$ cat src/rtl/scene_pkg.sv
`default_nettype none
// ============================================================================
// Module      : scene_pkg
// Description : Shared scene encodings and default timing constants for the
//               scene controller and the segment timer that consumes its
//               scene code.
// Revision    : 1.0 - initial release
// ============================================================================
package scene_pkg;

  // Scene codes as seen on the 4-bit state bus; codes 6..15 are never driven.
  typedef enum logic [3:0] {
    SC_START = 4'd0,
    SC_PLAY  = 4'd1,
    SC_LOSE  = 4'd2,
    SC_WIN   = 4'd3,
    SC_BOSS  = 4'd4,
    SC_PAUSE = 4'd5
  } scene_t;

  localparam int unsigned DEF_CLK_HZ     = 100_000_000;
  localparam int unsigned DEF_RESULT_SEC = 5;
  localparam int unsigned DEF_HOLDOFF    = 1_000_000;

  // WIN and LOSE are the two result scenes that run the auto-return timer.
  function automatic logic is_result(scene_t s);
    return (s == SC_WIN) || (s == SC_LOSE);
  endfunction

endpackage
`default_nettype wire

$ cat src/rtl/scene_ctrl_btn_edge.sv
`default_nettype none
// ============================================================================
// Module      : btn_edge
// Description : Two-flop synchronizer plus rising-edge detector for one raw
//               asynchronous push button.
// Ports       : clk     - system clock
//               rst     - asynchronous active-high reset
//               btn_raw - raw asynchronous button level
//               rise    - one-cycle pulse after a synchronized 0->1 change
// Revision    : 1.0 - initial release
// ============================================================================
module btn_edge
  import scene_pkg::*;
(
  input  logic clk,
  input  logic rst,
  input  logic btn_raw,
  output logic rise
);

  logic sync1_q, sync1_d;
  logic sync2_q, sync2_d;
  logic prev_q,  prev_d;

  always_comb begin
    sync1_d = btn_raw;
    sync2_d = sync1_q;
    prev_d  = sync2_q;
  end

  always_ff @(posedge clk or posedge rst) begin
    if (rst) begin
      sync1_q <= 1'b0;
      sync2_q <= 1'b0;
      prev_q  <= 1'b0;
    end else begin
      sync1_q <= sync1_d;
      sync2_q <= sync2_d;
      prev_q  <= prev_d;
    end
  end

  // Combinational so the scene register consumes it on the 3rd sampling edge.
  assign rise = sync2_q & ~prev_q;

endmodule
`default_nettype wire

$ cat src/rtl/scene_ctrl.sv
`default_nettype none
// ============================================================================
// Module      : scene_ctrl
// Description : Game scene sequencer (START/PLAY/BOSS/WIN/LOSE and optional
//               PAUSE) with button holdoff and a result-screen auto-return
//               timer. The pause feature is built only when the macro
//               SCENE_PAUSE_EN is defined.
// Ports       : clk, rst     - system clock, asynchronous active-high reset
//               btn_start    - raw start/confirm button
//               btn_pause    - raw pause button (unused without SCENE_PAUSE_EN)
//               player_dead, boss_zone, boss_dead - synchronous 1-cycle pulses
//               state        - registered scene code
//               scene_enter  - pulse in the first cycle of each new scene
//               timer_run    - high while in PLAY or BOSS
// Revision    : 1.0 - initial release
// ============================================================================
module scene_ctrl
  import scene_pkg::*;
#(
  parameter int unsigned CLK_HZ     = DEF_CLK_HZ,
  parameter int unsigned RESULT_SEC = DEF_RESULT_SEC,
  parameter int unsigned HOLDOFF    = DEF_HOLDOFF
) (
  input  logic       clk,
  input  logic       rst,
  input  logic       btn_start,
  input  logic       btn_pause,
  input  logic       player_dead,
  input  logic       boss_zone,
  input  logic       boss_dead,
  output logic [3:0] state,
  output logic       scene_enter,
  output logic       timer_run
);

  localparam int unsigned PRE_W  = (CLK_HZ > 1) ? $clog2(CLK_HZ) : 1;
  localparam int unsigned SEC_W  = $clog2(RESULT_SEC + 1);
  localparam int unsigned HOLD_W = (HOLDOFF > 1) ? $clog2(HOLDOFF) : 1;

  localparam logic [PRE_W-1:0]  PRE_LAST  = PRE_W'(CLK_HZ - 1);
  localparam logic [SEC_W-1:0]  SEC_LAST  = SEC_W'(RESULT_SEC - 1);
  localparam logic [HOLD_W-1:0] HOLD_LOAD = HOLD_W'(HOLDOFF - 1);

  scene_t              state_q, state_d;
  logic                scene_enter_q, scene_enter_d;
  logic                timer_run_q, timer_run_d;
  logic [HOLD_W-1:0]   hold_q, hold_d;
  logic [PRE_W-1:0]    pre_q, pre_d;
  logic [SEC_W-1:0]    sec_q, sec_d;

  logic start_rise;
  logic pause_rise;
  logic start_ok;
  logic pause_ok;
  logic expire;
  logic entering;

  btn_edge u_start_edge (
    .clk     (clk),
    .rst     (rst),
    .btn_raw (btn_start),
    .rise    (start_rise)
  );

`ifdef SCENE_PAUSE_EN
  scene_t saved_q, saved_d;

  btn_edge u_pause_edge (
    .clk     (clk),
    .rst     (rst),
    .btn_raw (btn_pause),
    .rise    (pause_rise)
  );

  // Remember which play scene was left so the second pause edge can resume it.
  always_comb begin
    saved_d = saved_q;
    if ((state_d == SC_PAUSE) && (state_q != SC_PAUSE)) begin
      saved_d = state_q;
    end
  end

  always_ff @(posedge clk or posedge rst) begin
    if (rst) begin
      saved_q <= SC_PLAY;
    end else begin
      saved_q <= saved_d;
    end
  end
`else
  logic unused_btn_pause;
  assign unused_btn_pause = btn_pause;
  assign pause_rise       = 1'b0;
`endif

  // Button edges only count once the post-entry holdoff window has drained.
  assign start_ok = start_rise && (hold_q == '0);
  assign pause_ok = pause_rise && (hold_q == '0);

  // Fires on the edge at which the seconds count would reach RESULT_SEC.
  assign expire = is_result(state_q) && (pre_q == PRE_LAST) && (sec_q == SEC_LAST);

  always_comb begin
    state_d = state_q;
    case (state_q)
      SC_START: begin
        if (start_ok) state_d = SC_PLAY;
      end
      SC_PLAY: begin
        if (player_dead)    state_d = SC_LOSE;
        else if (boss_zone) state_d = SC_BOSS;
        else if (pause_ok)  state_d = SC_PAUSE;
      end
      SC_BOSS: begin
        if (player_dead)    state_d = SC_LOSE;
        else if (boss_dead) state_d = SC_WIN;
        else if (pause_ok)  state_d = SC_PAUSE;
      end
      SC_WIN, SC_LOSE: begin
        if (start_ok || expire) state_d = SC_START;
      end
`ifdef SCENE_PAUSE_EN
      SC_PAUSE: begin
        if (pause_ok) state_d = saved_q;
      end
`endif
      default: state_d = SC_START;
    endcase
  end

  assign entering = (state_d != state_q);

  always_comb begin
    scene_enter_d = entering;
    timer_run_d   = (state_d == SC_PLAY) || (state_d == SC_BOSS);

    if (entering)            hold_d = HOLD_LOAD;
    else if (hold_q != '0)   hold_d = hold_q - 1'b1;
    else                     hold_d = hold_q;

    pre_d = pre_q;
    sec_d = sec_q;
    if (entering) begin
      pre_d = '0;
      sec_d = '0;
    end else if (is_result(state_q)) begin
      if (pre_q == PRE_LAST) begin
        pre_d = '0;
        sec_d = sec_q + 1'b1;
      end else begin
        pre_d = pre_q + 1'b1;
      end
    end
  end

  always_ff @(posedge clk or posedge rst) begin
    if (rst) begin
      state_q       <= SC_START;
      scene_enter_q <= 1'b0;
      timer_run_q   <= 1'b0;
      hold_q        <= HOLD_LOAD;
      pre_q         <= '0;
      sec_q         <= '0;
    end else begin
      state_q       <= state_d;
      scene_enter_q <= scene_enter_d;
      timer_run_q   <= timer_run_d;
      hold_q        <= hold_d;
      pre_q         <= pre_d;
      sec_q         <= sec_d;
    end
  end

  assign state       = state_q;
  assign scene_enter = scene_enter_q;
  assign timer_run   = timer_run_q;

endmodule
`default_nettype wire

$ cat config.mk
export PLATFORM = sky130hd
export DESIGN_NAME = scene_ctrl
export DESIGN_NICKNAME = d
export VERILOG_FILES = /design/src/rtl/scene_pkg.sv /design/src/rtl/scene_ctrl_btn_edge.sv /design/src/rtl/scene_ctrl.sv
export SDC_FILE = /design/constraint.sdc
export NUM_CORES = 1
export LEC_CHECK = 0
export BUFFER_PORTS_ARGS = -buffer_cell sky130_fd_sc_hd__buf_2
export CAP_MARGIN = 5
export CORE_AREA = 10 10 89 91
export CTS_CLUSTER_SIZE = 10
export DETAILED_ROUTE_END_ITERATION = 16
export DIE_AREA = 0 0 99 101
export GPL_TIMING_DRIVEN = 0
export PLACE_DENSITY = 0.71
export SYNTH_ARGS = -nofsm -noshare
export SYNTH_HDL_FRONTEND = slang
export SYNTH_SLANG_ARGS = --single-unit
export TNS_END_PERCENT = 1
$ cat constraint.sdc
create_clock -name clk -period 2.6 [get_ports clk]
set_input_delay 0.52 -clock clk [delete_from_list [all_inputs] [get_ports clk]]
set_output_delay 0.52 -clock clk [all_outputs]
set_load 0.02 [all_outputs]
# Word level (Yosys, flattened, before mapping)
# Cells that the tools add are included.
[word_totals]
input_bits = 7
register_bits = 59
out_inout_bits = 6
word_cells = 52
[classes]
reduce_logical = 14
n_mux = 15
addsub = 3
eq_ne = 9
bitwise = 2
[ops]
columns = ["operator", "count"]
rows = [
  ["two-way mux 27 bit", 3],
  ["two-way mux 20 bit", 2],
  ["adder 27 x 1 -> 27 bit, second input constant", 1],
  ["equality test 27 bit, second input constant", 1],
  ["two-way mux 4 bit", 6],
  ["logical NOT 20 bit", 1],
  ["nonzero test 20 bit", 1],
  ["subtractor 20 x 1 -> 20 bit, second input constant", 1],
  ["case mux 4 bit (4 select lines)", 1],
  ["two-way mux 3 bit", 3],
  ["equality test 4 x 1 -> 1 bit, second input constant", 2],
  ["equality test 4 x 2 -> 1 bit, second input constant", 2],
  ["equality test 4 x 3 -> 1 bit, second input constant", 2],
  ["nonzero test 2 bit", 3],
  ["logical NOT 4 bit", 1],
  ["!= test 4 bit", 1],
  ["adder 3 x 1 -> 3 bit, second input constant", 1],
  ["equality test 3 bit, second input constant", 1],
  ["logical AND 1 bit", 3],
  ["logical OR 1 bit", 3],
  ["AND reduction 2 bit", 1],
  ["OR reduction 2 bit", 1],
  ["bitwise AND 1 bit", 1],
  ["inverter 1 bit", 1],
]

# Depth between registers and ports, before layout
# Gate-level depths: netlist (run 1).
[logic_depth]
ltp_word = 10
depth_mapped = 9
mapped_depth_nobuf = 7

# By module
# A second synthesis (run 1) with hierarchy kept.
[unflattened]
hier_cells = 356
area_unflattened_um2 = 3258.1
[modules_own_cells]
columns = ["module", "n_inst", "seq_area_each_um2", "area_per_inst_um2", "cells_each"]
rows = [
  ["scene_ctrl", 1, 1416.4, 3165.5, 351],
  ["btn_edge", 1, 75.1, 92.6, 5],
]

# Least setup slack after synthesis (run 1)
# OpenSTA, ideal clock, no wires.
[synth_path]
path_kind = "register -> register"
startpoint = "register hold_q[4]"
endpoint = "register hold_q[17]"
arrival_time_ps = 2099
t_required_ps = 2503
synth_period_minus_slack_ps = 2196
setup_ps = 97
path_stages_with_launch = 7
path_slack_ps = 404
n_path_buf = 1
path_cell_list = "dfstp_2 -> or4_4 -> or4_4 -> buf_6 -> a2111oi_4 -> xnor2_1 -> nand3_1"
[synth_between]
elab_chain_cells = 7
word_cells_on_any_way = 12
classes_between = "add/sub: 1; eq/ne: 1; mux: 5; reduce/logical: 5"
[synth_rtl]
columns = ["element", "line_no", "source"]
rows = [
  ["start: declaration", "scene_ctrl.sv:47", "logic [HOLD_W-1:0] hold_q, hold_d;"],
  ["start signal: assignment", "scene_ctrl.sv:168", "hold_q <= hold_d;"],
  ["logical NOT 20 bit", "--", ""],
  ["logical AND 1 bit", "scene_ctrl.sv:97", "assign start_ok = start_rise && (hold_q == '0);"],
  ["logical OR 1 bit", "scene_ctrl.sv:120", "if (start_ok || expire) state_d = SC_START;"],
  ["two-way mux 4 bit", "scene_ctrl.sv:120", ""],
  ["case mux 4 bit (4 select lines)", "scene_ctrl.sv:105", "case (state_q)"],
  ["!= test 4 bit", "scene_ctrl.sv:131", "assign entering = (state_d != state_q);"],
  ["two-way mux 20 bit / nonzero test 2 bit (equally long branches)", "--", ""],
]
# Several ways; a longest one is shown, not always the timed one. The select of a mux whose other input is x is not followed.
# A chain may end at the register's enable or synchronous reset.

# Worst setup path after layout (run 1)
[layout_path]
startpoint = "register hold_q[10]"
endpoint = "register pre_q[2]"
[layout_between]
elab_chain_cells = 7
word_cells_on_any_way = 9
classes_between = "eq/ne: 1; mux: 4; reduce/logical: 4"
[layout_rtl]
columns = ["element", "line_no", "source"]
rows = [
  ["logical NOT 20 bit *", "--", ""],
  ["logical AND 1 bit *", "scene_ctrl.sv:97", ""],
  ["logical OR 1 bit", "scene_ctrl.sv:120", ""],
  ["two-way mux 4 bit", "scene_ctrl.sv:120", ""],
  ["case mux 4 bit (4 select lines) *", "scene_ctrl.sv:105", ""],
  ["!= test 4 bit *", "scene_ctrl.sv:131", ""],
  ["two-way mux 27 bit / nonzero test 2 bit (equally long branches)", "--", ""],
  ["end signal: assignment", "scene_ctrl.sv:169", "pre_q <= pre_d;"],
  ["end: declaration", "scene_ctrl.sv:48", "logic [PRE_W-1:0] pre_q, pre_d;"],
]
# Every way passes the cells marked *; elsewhere a longest branch is shown, timed or not.

==> results by group, run 1 <==
Pwr
  • Int Pwr: 1.41 mW
  • Switching power share of the total: 23.0%
  • Combinational share of power: 3.6%
  • Peak supply drop: 0.000396 V
  • P_sw: 0.421 mW
  • Total leakage power: 1.47 nW
  • Seq pwr share: 51.1%
  • Clk pwr share: 45.3%
  • Cell Pwr Density: 492 nW/um2
  • Overall power: 1.83 mW

Worst setup path
  • Crit path max-delay family: simple AND/OR/NAND/NOR gates
  • CP max stage cell: or4_1
  • R2R Path Start: hold_q[10]$_DFFE_PP0P_
  • CP max FO: 10
  • Worst r2r path cells: 6
  • Required time worst endpoint: 2820 ps
  • Startpoint types: flop
  • CP max stage delay: 640 ps
  • Cell Chain, Critical Path: or4_1, nor2_4, nand4_1, nand2_1, buf_2, nor3_1
  • CP Class: reg2reg
  • Worst path arrival time: 2670 ps
  • Reg2reg setup slack: 150 ps
  • Reg2reg end: pre_q[2]$_DFFE_PP0P_
  • Worst Path Buf+Inv: 1
  • CP endpoint kind: flop

Synthesis
  • Most used DFF post-synth: dfrtp_1
  • Post-synth EDFFs: 0
  • Top-area cell type share of the netlist area: 35.2%
  • Async SR Flop Fraction: 100%
  • Commonest cells in the netlist: dfrtp_1, nor3_1, xnor2_1
  • Sequential area share after synthesis: 44.6%
  • Post-synthesis cell type count: 63
  • Synth warnings: 0
  • Post-Synthesis Cells: 336
  • Net Count, Synth: 348
  • Seq cells post-synth: 59
  • Synthesized cell area: 3340 um2
  • Post-synth top area cell: dfrtp_1
  • Top cells by area, synth: dfrtp_1, dfstp_2, xnor2_1
  • Avg Cell Area, Syn: 9.94 um2
  • Top-count cell post-synth: dfrtp_1

Timing
  • RSZ-0062 raised after global routing: yes
  • Setup Skew: 4.93 ps
  • Final worst setup slack: 149 ps
  • Relative slew slack: 65.3%
  • Tightest Pin Transition: 507 ps
  • Minimum clock period: 2450 ps
  • Slew Viols, Final: 0
  • # setup viols final: 0
  • Final Hold Viols: 0
  • Max Fclk: 408 MHz
  • Fin crit share: 94.3%

Global route
  • Initial antenna violation count: 0
  • Gr ovfl total: 0
  • Largest net degree at the start of global routing: 37
  • Vias in the first global route: 2645
  • First-pass GRT wire length: 12800 um
  • Total GRT Usage: 15.4%

Cells and area
  • Fin cells: 440
  • Layout cells sized above 1: 18.5%
  • Area grow syn2layout: 11.3%
  • Nets@finish: 370
  • Util after Layout: 60.0%
  • Post-route cell area: 3720 um2
  • Ant diodes: 0

Floorplan
  • Core ar.: 6200 um2
  • I/O pin count: 13
  • Die Ht: 101 um
  • Die area: 10000 um2
  • Chip Width: 99 um
  • Row count: 29
  • Initial Util: 53.8%

Placed design
  • Dpl hpwl: 5070 um
  • RD Place Congestion: 0.867
  • Post-placement setup slack: -21.8 ps
  • Placed Instances: 425
  • Placed Area: 3510 um2
  • Buffers added on ports: 11

Clock tree
  • Root Buffer Master: clkbuf_8
  • CTS buffer count: 9
  • CTS tree: done
  • CTS clk-pin slew, worst paths: 70 ps
  • CTS Buffer Depth: 2
  • H-tree depth: 3
  • CTS Hold Bufs: 0
  • Clk sinks: 59
  • Clock insertion delay at the later pin of the skew report: 340 ps

Routing
  • Post-route ant nets: 0
  • Post-Route WL: 7360 um
  • Via count: 2636
  • Initial drt markers: 145
  • Drt wl/cell: 16.7 um
  • Drt first pass iters: 4
  • DR DRC count: 0
  • Number of vias per cell: 5.99

Min path
  • HP Class: in2async

Run status
  • Status: completed

Job
  • Max-Cap Viols: 0
worst max-delay path by stage:
stage	start	to	slack [ps]	cells after the start
floorplan	hold_q[4]$_DFFE_PP1P_	hold_q[17]$_DFFE_PP1P_	400	6
global placement	rst	pre_q[13]$_DFFE_PP0P_	-30	2
detailed placement	hold_q[10]$_DFFE_PP0P_	pre_q[15]$_DFFE_PP0P_	-20	6
CTS	hold_q[4]$_DFFE_PP1P_	pre_q[2]$_DFFE_PP0P_	30	6
global route	pre_q[2]$_DFFE_PP0P_	sec_q[0]$_DFFE_PP0P_	-5	9
finish	hold_q[10]$_DFFE_PP0P_	pre_q[2]$_DFFE_PP0P_	150	6
worst reg2reg max path, stage by stage (launching register included):
cell,delay (ps)
dfrtp_1,430
or4_1,640
nor2_4,280
nand4_1,220
nand2_1,370
buf_2,310
nor3_1,90
final cells by class:
cell class              count  area, um2
clock inverters             5       52.6
flip-flops and latches     59       1490
inverters                   8       30.0
repair buffers             12       75.1
fillers                   534       2480
clock buffers              11        141
multi-input cells         248       1730
plain buffers              20        104
well taps                  77       96.3
cell usage in the layout, fill, tap and decap left out, types with 3 or more instances in the layout:
| cell | n |
|---|---|
| nor2_1 | 10 |
| and3_1 | 7 |
| buf_4 | 3 |
| nor2b_1 | 3 |
| nand3b_1 | 3 |
| o21ai_0 | 7 |
| a21oi_1 | 7 |
| or3_1 | 5 |
| and2_1 | 4 |
| nand4_1 | 12 |
| clkinv_2 | 3 |
| a31oi_1 | 3 |
| ha_1 | 5 |
| a211oi_1 | 7 |
| dfstp_2 | 12 |
| nor3_1 | 35 |
| clkbuf_8 | 10 |
| xnor2_1 | 28 |
| clkbuf_1 | 8 |
| nor4_1 | 9 |
| inv_1 | 7 |
| nand3_1 | 23 |
| and4_1 | 5 |
| xor2_1 | 9 |
| dfrtp_1 | 47 |
| nand4b_1 | 3 |
| or4_1 | 4 |
| mux2i_1 | 3 |
| buf_2 | 15 |
| clkbuf_2 | 4 |
| nand2_1 | 13 |
| a211oi_2 | 3 |
layer usage:
metal,GRT usage (%),wire length [um],vias up
met5,0,0,-
met4,6.28,72,0
li1,-,-,1304
met2,25.5,3660,56
met1,19.4,3340,1268
met3,2.74,285,8
kinds of logic (layout without fill, tap and decap cells):
family	Yosys count	in the layout	share of synthesized area, %
adder cells (fa/ha/maj)	5	5	1.87
other	1	1	0.112
buffers and inverters	29	56	3.97
XOR/XNOR	37	37	9.70
multiplexers	3	3	0.899
AO/OA/AOI/OAI	48	48	11.5
AND/OR/NAND/NOR	154	154	27.3
flip-flops	59	59	44.6
repair_timing:
action / 4_1_cts / 5_1_grt
resized for setup: 2 / 8
buffers inserted: 0 / 0
pin swaps: 0 / 1
cloned: 0 / 0
endpoints found under the setup margin: 30 / 43
stage by stage:
step | hold slack, ps | TNS, ps
after floorplan | 331 | 0
after global placement | 333 | -1060
after detailed placement | 336 | -170
after CTS | 223 | 0
after global routing | 234 | -4.59
final | 212 | 0
power by group through the flow:
| stage | combinational, mW | sequential [mW] | clock, mW |
|---|---|---|---|
| 2_1_floorplan | 0.0395 | 0.952 | 0 |
| 3_3_place_gp | 0.0616 | 0.952 | 0 |
| 3_5_place_dp | 0.0670 | 0.952 | 0 |
| 4_1_cts | 0.0676 | 0.936 | 0.843 |
| 5_1_grt | 0.0748 | 0.936 | 0.881 |
| 6_report | 0.0656 | 0.936 | 0.831 |
state kept, by name (all words and copies together) (netlist names):
register	flops
hold_q	20
u_start_edge.prev_d	1
state	4
u_start_edge.prev_q	1
timer_run	1
pre_q	27
sec_q	3
u_start_edge.sync1_q	1
scene_enter	1
Note: power is estimated with default switching activity, not from simulation.
==> run 2: changes to the inputs <==
--- a/config.mk
+++ b/config.mk
@@ -7,10 +7,10 @@
 export LEC_CHECK = 0
 export BUFFER_PORTS_ARGS = -buffer_cell sky130_fd_sc_hd__buf_2
 export CAP_MARGIN = 5
-export CORE_AREA = 10 10 89 91
+export CORE_AREA = 2 2 81 83
 export CTS_CLUSTER_SIZE = 10
 export DETAILED_ROUTE_END_ITERATION = 16
-export DIE_AREA = 0 0 99 101
+export DIE_AREA = 0 0 83 85
 export GPL_TIMING_DRIVEN = 0
 export PLACE_DENSITY = 0.71
 export SYNTH_ARGS = -nofsm -noshare
==> constraint.sdc (replaced) <==
create_clock -name clk -period 2.6 [get_ports clk]
set_input_delay 0.52 -clock clk [delete_from_list [all_inputs] [get_ports clk]]
set_output_delay 0.52 -clock clk [all_outputs]
set_load 0.01 [all_outputs]
==> results by group, run 2 (synthesis gave the netlist of run 1 again) <==
Floorplan
  • Core ar.: 6200 um2
  • I/O pin count: 13
  • Die area: 7060 um2
  • Chip Width: 83 um
  • Die Ht: 85 um
  • Initial Util: 53.8%
  • Row count: 29

Routing
  • Via count: 2671
  • Drt first pass iters: 5
  • Post-Route WL: 7420 um
  • Drt wl/cell: 16.8 um
  • Initial drt markers: 157
  • Number of vias per cell: 6.06
  • DR DRC count: 0
  • Post-route ant nets: 0

Worst setup path
  • Required time worst endpoint: 2850 ps
  • Worst r2r path cells: 9
  • Worst path arrival time: 2710 ps
  • CP endpoint kind: flop
  • Startpoint types: flop
  • Reg2reg end: pre_q[6]$_DFFE_PP0P_
  • R2R Path Start: pre_q[13]$_DFFE_PP0P_
  • Reg2reg setup slack: 140 ps
  • CP max FO: 10
  • CP Class: reg2reg

Run status
  • Status: completed

Cells and area
  • Most frequent cells in the layout: dfrtp_1, nor3_1, xnor2_1
  • Area grow syn2layout: 11.6%
  • Most common cell after layout, fill and taps aside: dfrtp_1
  • Largest Register: pre_q
  • Largest register FFs: 27
  • Util after Layout: 60.1%
  • Ant diodes: 0
  • Fin cells: 441
  • Layout cells sized above 1: 18.4%
  • Post-route cell area: 3730 um2
  • Nets@finish: 371

Clock tree
  • CTS clk-pin slew, worst paths: 80 ps
  • Clk sinks: 59
  • H-tree depth: 3
  • CTS Hold Bufs: 0
  • CTS tree: done
  • CTS buffer count: 9
  • CTS Buffer Depth: 2
  • Root Buffer Master: clkbuf_8
  • Clock insertion delay at the later pin of the skew report: 340 ps

Global route
  • Total GRT Usage: 21.8%
  • Vias in the first global route: 2617
  • Largest net degree at the start of global routing: 37
  • Initial antenna violation count: 0
  • First-pass GRT wire length: 12400 um
  • Gr ovfl total: 0

Pwr
  • P_sw: 0.449 mW
  • Clk pwr share: 45.7%
  • Combinational share of power: 3.5%
  • Int Pwr: 1.39 mW
  • Switching power share of the total: 24.3%
  • Peak supply drop: 0.000391 V
  • Cell Pwr Density: 494 nW/um2
  • Total leakage power: 1.47 nW
  • Seq pwr share: 50.8%

Timing
  • Final Hold Viols: 0
  • Relative slew slack: 63.8%
  • RSZ-0062 raised after global routing: no
  • Fin crit share: 94.7%
  • Setup TNS Final: 0 ps
  • Setup Skew: 8.13 ps
  • # setup viols final: 0
  • Max Fclk: 406 MHz
  • Slew Viols, Final: 0
  • Minimum clock period: 2460 ps
  • Final worst setup slack: 138 ps
  • Tightest Pin Transition: 541 ps

Placed design
  • Dpl hpwl: 4950 um
  • Post-placement setup slack: -18.2 ps
  • Placed Area: 3510 um2
  • RD Place Congestion: 0.806
  • Placed Instances: 425
  • Buffers added on ports: 11

Min path
  • HP Class: in2async

Job
  • Max-Cap Viols: 0
==> run 2: worst max-delay path: stages (launching register included) <==
cell and delay (ps):
dfrtp_1 440, and4_1 180, clkbuf_2 190, and3_1 200, clkbuf_1 180, a41oi_1 430, a21oi_1 150, buf_4 200
buf_4 180, nor3_1 200
==> run 2: stage by stage <==
step	hold slack, ps	total power [mW]
floorplan	331	0.991
global placement	334	1.01
detailed placement	335	1.02
CTS	207	1.87
global route	244	1.92
finish	201	1.84
==> run 2: worst max-delay path by stage <==
stage	start	to	slack, ps	cells past startpoint
floorplan	hold_q[4]$_DFFE_PP1P_	hold_q[17]$_DFFE_PP1P_	400	6
global placement	rst	pre_q[13]$_DFFE_PP0P_	-30	2
detailed placement	hold_q[10]$_DFFE_PP0P_	pre_q[6]$_DFFE_PP0P_	-20	6
CTS	hold_q[10]$_DFFE_PP0P_	pre_q[6]$_DFFE_PP0P_	20	7
global route	state[2]$_DFF_PP0_	pre_q[23]$_DFFE_PP0P_	20	8
finish	pre_q[13]$_DFFE_PP0P_	pre_q[6]$_DFFE_PP0P_	140	9
==> run 2: routing by layer <==
metal / GRT usage [%] / wire length [um] / up-vias
met2: 37.0 / 3620 / 59
met4: 6.56 / 58 / 0
met3: 6.61 / 324 / 6
met5: 0 / 0 / -
li1: - / - / 1305
met1: 27.0 / 3420 / 1301
==> run 2: area by class of cell <==
type | instances | area (um2)
timing repair buffer | 12 | 75.1
tap | 77 | 96.3
sequential | 59 | 1490
inverter | 8 | 30.0
clock inverter | 7 | 76.3
clock buffer | 9 | 124
multi-input combinational | 248 | 1730
fill | 512 | 2470
buffer | 21 | 106
==> run 2: timing repair <==
item	in CTS	in global routing
resized for setup	3	4
buffers inserted	0	0
cloned	0	0
setup endpoints to repair	25	47
endpoints found under the hold margin	0	0
==> run 2: power groups by stage <==
stage          Clock (mW)  Combinational, mW  Sequential (mW)
3_3_place_gp            0             0.0601            0.952
4_1_cts             0.865             0.0660            0.935
3_5_place_dp            0             0.0654            0.952
5_1_grt             0.906             0.0746            0.936
2_1_floorplan           0             0.0395            0.951
6_report            0.842             0.0647            0.935
